File: src/rtl/usb_tx_pkg.sv
// Shared types and constants for the USB full-speed transmit path.
// Line states are encoded as {d_plus, d_minus}.
package usb_tx_pkg;

    typedef enum logic [2:0] {
        IDLE,
        SYNC,
        DATA,
        STUFF,
        EOP_SE0,
        EOP_J
    } tx_state_t;

    localparam logic [7:0] SYNC_BYTE    = 8'h80;
    localparam logic [2:0] MAX_ONES     = 3'd6;
    localparam int         EOP_SE0_BITS = 2;

    localparam logic [1:0] LINE_J   = 2'b10;
    localparam logic [1:0] LINE_K   = 2'b01;
    localparam logic [1:0] LINE_SE0 = 2'b00;

    // A 0 toggles between J and K, a 1 holds; only valid while the line is J or K.
    function automatic logic [1:0] nrzi_next(input logic [1:0] line, input logic bit_val);
        return bit_val ? line : ~line;
    endfunction

endpackage

File: src/rtl/usb_tx_bit_timer.sv
// Free-running bit-time counter; bit_tick marks the last clk of each USB bit.
// Held at zero while clear is high so the first bit after a start is full length.
module usb_tx_bit_timer #(
    parameter int CLKS_PER_BIT = 8
) (
    input  logic clk,
    input  logic n_rst,
    input  logic clear,
    output logic bit_tick
);

    localparam int CW = (CLKS_PER_BIT > 1) ? $clog2(CLKS_PER_BIT) : 1;
    localparam logic [CW-1:0] LAST_COUNT = CW'(CLKS_PER_BIT - 1);

    logic [CW-1:0] count;

    always_ff @(posedge clk or negedge n_rst) begin
        if (!n_rst) begin
            count <= '0;
        end else if (clear || (count == LAST_COUNT)) begin
            count <= '0;
        end else begin
            count <= count + CW'(1);
        end
    end

    assign bit_tick = !clear && (count == LAST_COUNT);

endmodule

File: src/rtl/usb_tx_encoder.sv
// USB full-speed packet transmitter: SYNC, LSB-first data with bit stuffing,
// NRZI line coding and EOP, driven straight onto registered D+/D-.
import usb_tx_pkg::*;

module usb_tx_encoder #(
    parameter int CLKS_PER_BIT = 8
) (
    input  logic       clk,
    input  logic       n_rst,
    input  logic       tx_valid,
    input  logic [7:0] tx_data,
    input  logic       tx_last,
    output logic       tx_ready,
    output logic       tx_busy,
    output logic       tx_done,
    output logic       tx_err,
    output logic       d_plus_out,
    output logic       d_minus_out
);

    localparam logic [1:0] EOP_LAST = 2'(EOP_SE0_BITS - 1);

    tx_state_t  state, state_n;
    logic [2:0] bit_cnt, bit_cnt_n;
    logic [2:0] ones_cnt, ones_n;
    logic [7:0] data_reg, data_n;
    logic       last_flag, last_n;
    logic [1:0] eop_cnt, eop_n;
    logic [1:0] line, line_n;
    logic       busy, busy_n;
    logic       done, done_n;
    logic       err, err_n;

    logic       bit_tick;
    logic [2:0] bit_idx_next;
    logic       send_en;
    logic       send_bit;
    logic       data_step;

    usb_tx_bit_timer #(
        .CLKS_PER_BIT(CLKS_PER_BIT)
    ) u_bit_timer (
        .clk     (clk),
        .n_rst   (n_rst),
        .clear   (state == IDLE),
        .bit_tick(bit_tick)
    );

    assign bit_idx_next = bit_cnt + 3'd1;

    always_ff @(posedge clk or negedge n_rst) begin
        if (!n_rst) begin
            state <= IDLE;
        end else begin
            state <= state_n;
        end
    end

    always_ff @(posedge clk or negedge n_rst) begin
        if (!n_rst) begin
            bit_cnt   <= '0;
            ones_cnt  <= '0;
            data_reg  <= '0;
            last_flag <= 1'b0;
            eop_cnt   <= '0;
            line      <= LINE_J;
            busy      <= 1'b0;
            done      <= 1'b0;
            err       <= 1'b0;
        end else begin
            bit_cnt   <= bit_cnt_n;
            ones_cnt  <= ones_n;
            data_reg  <= data_n;
            last_flag <= last_n;
            eop_cnt   <= eop_n;
            line      <= line_n;
            busy      <= busy_n;
            done      <= done_n;
            err       <= err_n;
        end
    end

    // bit_cnt always indexes the bit currently on the line; every decision is
    // taken on bit_tick and lands on the line at the following edge.
    always_comb begin
        state_n   = state;
        bit_cnt_n = bit_cnt;
        ones_n    = ones_cnt;
        data_n    = data_reg;
        last_n    = last_flag;
        eop_n     = eop_cnt;
        line_n    = line;
        busy_n    = busy;
        done_n    = 1'b0;
        err_n     = 1'b0;
        tx_ready  = 1'b0;
        send_en   = 1'b0;
        send_bit  = 1'b0;
        data_step = 1'b0;

        unique case (state)
            IDLE: begin
                tx_ready = tx_valid;
                if (tx_valid) begin
                    data_n    = tx_data;
                    last_n    = tx_last;
                    bit_cnt_n = '0;
                    eop_n     = '0;
                    busy_n    = 1'b1;
                    state_n   = SYNC;
                    send_en   = 1'b1;
                    send_bit  = SYNC_BYTE[0];
                end
            end
            SYNC: begin
                if (bit_tick) begin
                    send_en = 1'b1;
                    if (bit_cnt == 3'd7) begin
                        state_n   = DATA;
                        bit_cnt_n = '0;
                        send_bit  = data_reg[0];
                    end else begin
                        bit_cnt_n = bit_idx_next;
                        send_bit  = SYNC_BYTE[bit_idx_next];
                    end
                end
            end
            DATA: begin
                if (bit_tick) begin
                    if (ones_cnt == MAX_ONES) begin
                        state_n = STUFF;
                        line_n  = ~line;
                        ones_n  = '0;
                    end else begin
                        data_step = 1'b1;
                    end
                end
            end
            STUFF: begin
                if (bit_tick) begin
                    state_n   = DATA;
                    data_step = 1'b1;
                end
            end
            EOP_SE0: begin
                if (bit_tick) begin
                    if (eop_cnt == EOP_LAST) begin
                        state_n = EOP_J;
                        line_n  = LINE_J;
                    end else begin
                        eop_n = eop_cnt + 2'd1;
                    end
                end
            end
            EOP_J: begin
                if (bit_tick) begin
                    state_n = IDLE;
                    busy_n  = 1'b0;
                    done_n  = 1'b1;
                end
            end
            default: state_n = IDLE;
        endcase

        // Shared by DATA and the bit after a stuff bit: a pending stuff bit
        // therefore delays the byte-boundary handshake by one bit time.
        if (data_step) begin
            if (bit_cnt != 3'd7) begin
                bit_cnt_n = bit_idx_next;
                send_en   = 1'b1;
                send_bit  = data_reg[bit_idx_next];
            end else if (last_flag) begin
                state_n = EOP_SE0;
                line_n  = LINE_SE0;
                eop_n   = '0;
            end else if (tx_valid) begin
                tx_ready  = 1'b1;
                data_n    = tx_data;
                last_n    = tx_last;
                bit_cnt_n = '0;
                state_n   = DATA;
                send_en   = 1'b1;
                send_bit  = tx_data[0];
            end else begin
                err_n   = 1'b1;
                state_n = EOP_SE0;
                line_n  = LINE_SE0;
                eop_n   = '0;
            end
        end

        if (send_en) begin
            line_n = nrzi_next(line, send_bit);
            ones_n = send_bit ? (ones_cnt + 3'd1) : 3'd0;
        end
    end

    assign tx_busy     = busy;
    assign tx_done     = done;
    assign tx_err      = err;
    assign d_plus_out  = line[1];
    assign d_minus_out = line[0];

endmodule

File: config.mk
export PLATFORM = sky130hd
export DESIGN_NAME = usb_tx_encoder
export DESIGN_NICKNAME = d
export VERILOG_FILES = /design/src/rtl/usb_tx_pkg.sv /design/src/rtl/usb_tx_bit_timer.sv /design/src/rtl/usb_tx_encoder.sv
export SDC_FILE = /design/constraint.sdc
export NUM_CORES = 1
export LEC_CHECK = 0
export ABC_AREA = 1
export BUFFER_PORTS_ARGS = -buffer_cell sky130_fd_sc_hd__buf_2
export CAP_MARGIN = 30
export CORE_ASPECT_RATIO = 1.4
export CORE_MARGIN = 5
export CORE_UTILIZATION = 60
export CTS_BUF_LIST = sky130_fd_sc_hd__clkbuf_4 sky130_fd_sc_hd__clkbuf_8 sky130_fd_sc_hd__clkbuf_16
export DETAILED_ROUTE_END_ITERATION = 7
export PLACE_DENSITY_LB_ADDON = 0.08
export SYNTH_ARGS = -nofsm -noshare
export SYNTH_HDL_FRONTEND = slang
export SYNTH_SLANG_ARGS = --single-unit
File: constraint.sdc
create_clock -name clk -period 4.63 [get_ports clk]
set_input_delay 0 -clock clk [delete_from_list [all_inputs] [get_ports clk]]
set_output_delay 0 -clock clk [all_outputs]
set_load 0.005 [all_outputs]
==> summary.txt <==
Clock tree
  • Cts hold-fix bufs: 11
  • Root Driver: clkbuf_4
  • CTS Buf Count: 3
  • Post-cts gate resize count: 0
  • Clock network latency to the later pin of the worst-skew pair: 0.33 ns
  • CTS Buffer Depth: 2
  • Post-CTS Setup Bufs: 0
  • CTS tree: yes
  • Clock transition at path regs: 0.15 ns
  • H-Tree Depth: 1
  • Clock sinks: 28

Global route
  • Vias in the first global route: 1353
  • Met1 usage: 25.9%
  • Global route overflow: 0
  • Wire length of the first global-routing pass: 5800 µm
  • Initial antenna violation count: 0
  • Largest net degree at the start of global routing: 29
  • GR met2 Demand/Resource: 34.0%
  • Met3 Usage GRT: 2.95%
  • Gr usage total: 20.6%
  • Most used routing layer: met2

Worst setup path
  • Setup CP Type: flip-flop to primary output
  • Crit path launch type: flip-flop
  • Worst-path maximum fanout: 17
  • CP delay by family, top: flip-flops
  • WP data required: 4.63 ns
  • Crit path buf inv count: 2
  • Data arrival time at the worst-slack endpoint: 2.30 ns
  • Crit-path slowest cell: dfrtp_1
  • Slowest cell delay on critical path: 0.48 ns
  • Crit end category: primary output
  • CP cell instances: ha_1, ha_1, inv_2, nor2_1, nor2_1, nand2_2, o21ai_4, buf_2

Cells and area
  • Layout area overhead: 16.2%
  • Share of post-route cells with drive strength above 1: 13.0%
  • Nets: 259
  • Commonest non-fill, non-tap cells in the layout: nand2_1 (65), inv_1 (30), dfrtp_1 (27), o21ai_0 (19)
  • Max reg flops: 8
  • N_diodes: 0
  • Fillers: 212
  • Finished Layout Cells: 275
  • Commonest non-fill, non-tap cell in the layout: nand2_1

Logic synthesis
  • Prevailing post-synth register cell: dfrtp_1
  • Register bit total from synthesis: 28
  • Synth area leaders: dfrtp_1 (43%), nand2_1 (16%), inv_1 (7.2%)
  • Synth area leader: dfrtp_1
  • Async SR Flop Fraction: 100%
  • Synth top area share: 43.0%
  • Number of synthesis warnings: 0
  • Synthesized area per cell: 7.51 µm²
  • Syn Inst Count: 209
  • Syn Nets: 228
  • Number of flops mapped to enable cells by yosys: 0
  • Register area share after synthesis: 44.7%
  • Post-synth cell types: 26
  • Mapped Area: 0.00157 mm²

STA
  • RSZ-0062 raised after global routing: false
  • Final Hold Viols: 0
  • Fin Hold WS: 0.186 ns
  • Headroom to the max-slew limit: 59.4%
  • Clock skew: 0.0174 ns
  • Achievable Freq: 0.436 GHz
  • Final setup fails: 0
  • Slew Viols, Final: 0
  • Setup TNS: 0 ns
  • Final min period: 2.30 ns
  • Slew @ Worst Pin: 0.610 ns
  • Fin crit share: 49.6%

Routing
  • Post-route DRC: 0
  • Via count: 1448
  • DR WL/cell: 12.4 µm
  • Drt initial violations: 45
  • Final ANT Viol Nets: 0
  • Detailed Route WL: 3400 µm
  • Via/cell ratio: 5.27
  • First-pass DRT Iterations: 4

Floorplan
  • Die H: 70.5 µm
  • Die width: 53.2 µm
  • Starting Density: 61.3%
  • I/O Pins: 18
  • Full die area: 0.00375 mm²
  • Core area: 0.00256 mm²
  • Rows: 22

Placement
  • Number of port buffers: 17
  • # placed instances: 260
  • Dpl hpwl: 2480 µm
  • Routability cong.: 0.869

Worst hold path
  • Worst Hold Class: primary input to async pin

Job
  • Maxcap violations: 0

Power
  • Pwr Density: 460 mW/mm²
  • Pleak: 0.968 nW
  • VDD IR max: 0.326 mV

Outcome
  • Status: finished clean
synthesized netlist by cell type, drive strengths merged, types with 2 or more instances:
| master | count |
|---|---|
| nand2 | 66 |
| o21ai | 21 |
| inv | 33 |
| buf | 2 |
| nand3 | 18 |
| nor2 | 18 |
| a22oi | 2 |
| dfrtp | 27 |
| a21oi | 3 |
| ha | 7 |
| nand4 | 3 |
| nor3 | 3 |
final cells by class:
type / instances / area [µm²] / area share (%)
inverters: 33 / 124 / 6.79
clock buffers: 4 / 30.0 / 1.65
repair buffers: 28 / 195 / 10.7
flip-flops and latches: 28 / 702 / 38.5
well taps: 36 / 45.0 / 2.47
multi-input cells: 146 / 728 / 39.9
power breakdown:
group	internal (W)	switching, W
registers	0.000329	0.0000653
logic	0.000132	0.000206
clock network	0.0000397	0.0000676
routing by layer:
metal	routed length, µm	part of all wire, %
met4	119	3.5
met5	0	0
met1	1450	43
met3	161	4.7
met2	1670	49
final timing paths:
path                       depth (start not counted)                   end            startpoint  slack [ns]
setup reg to reg                                   8           data_reg[5]            bit_cnt[0]        2.58
setup / recovery                                   8              tx_ready            bit_cnt[0]        2.33
min in group clk                                   4           data_reg[6]            tx_data[6]        0.40
max in group asynchronous                          2           data_reg[7]                 n_rst        4.03
hold reg to reg                                    1  u_bit_timer.count[0]  u_bit_timer.count[0]        0.44
hold / removal                                     2              state[2]                 n_rst        0.19
per-stage QoR:
step | worst slack [ns] | cell area (µm²) | util [%] | power [W]
after global placement | 2.71 | 1680 | 65.8 | 0.000708
final | 2.33 | 1820 | 71.3 | 0.000840
after detailed placement | 2.61 | 1680 | 65.8 | 0.000727
after floorplan | 2.81 | 1570 | - | 0.000632
after CTS | 2.34 | 1820 | 71.3 | 0.000842
after global routing | 2.16 | 1820 | 71.3 | 0.000923
kinds of logic (layout without fill, tap and decap cells):
| kind of cell | Yosys count | count (layout) | synth area share, % |
|---|---|---|---|
| XOR/XNOR | 1 | 1 | 0.558 |
| buffers and inverters | 35 | 65 | 8.92 |
| flip-flops | 28 | 28 | 44.7 |
| adder cells (fa/ha/maj) | 7 | 7 | 5.58 |
| AO/OA/AOI/OAI | 29 | 29 | 11.1 |
| AND/OR/NAND/NOR | 109 | 109 | 29.2 |
No activity file was read; power rests on OpenSTA's default activity.
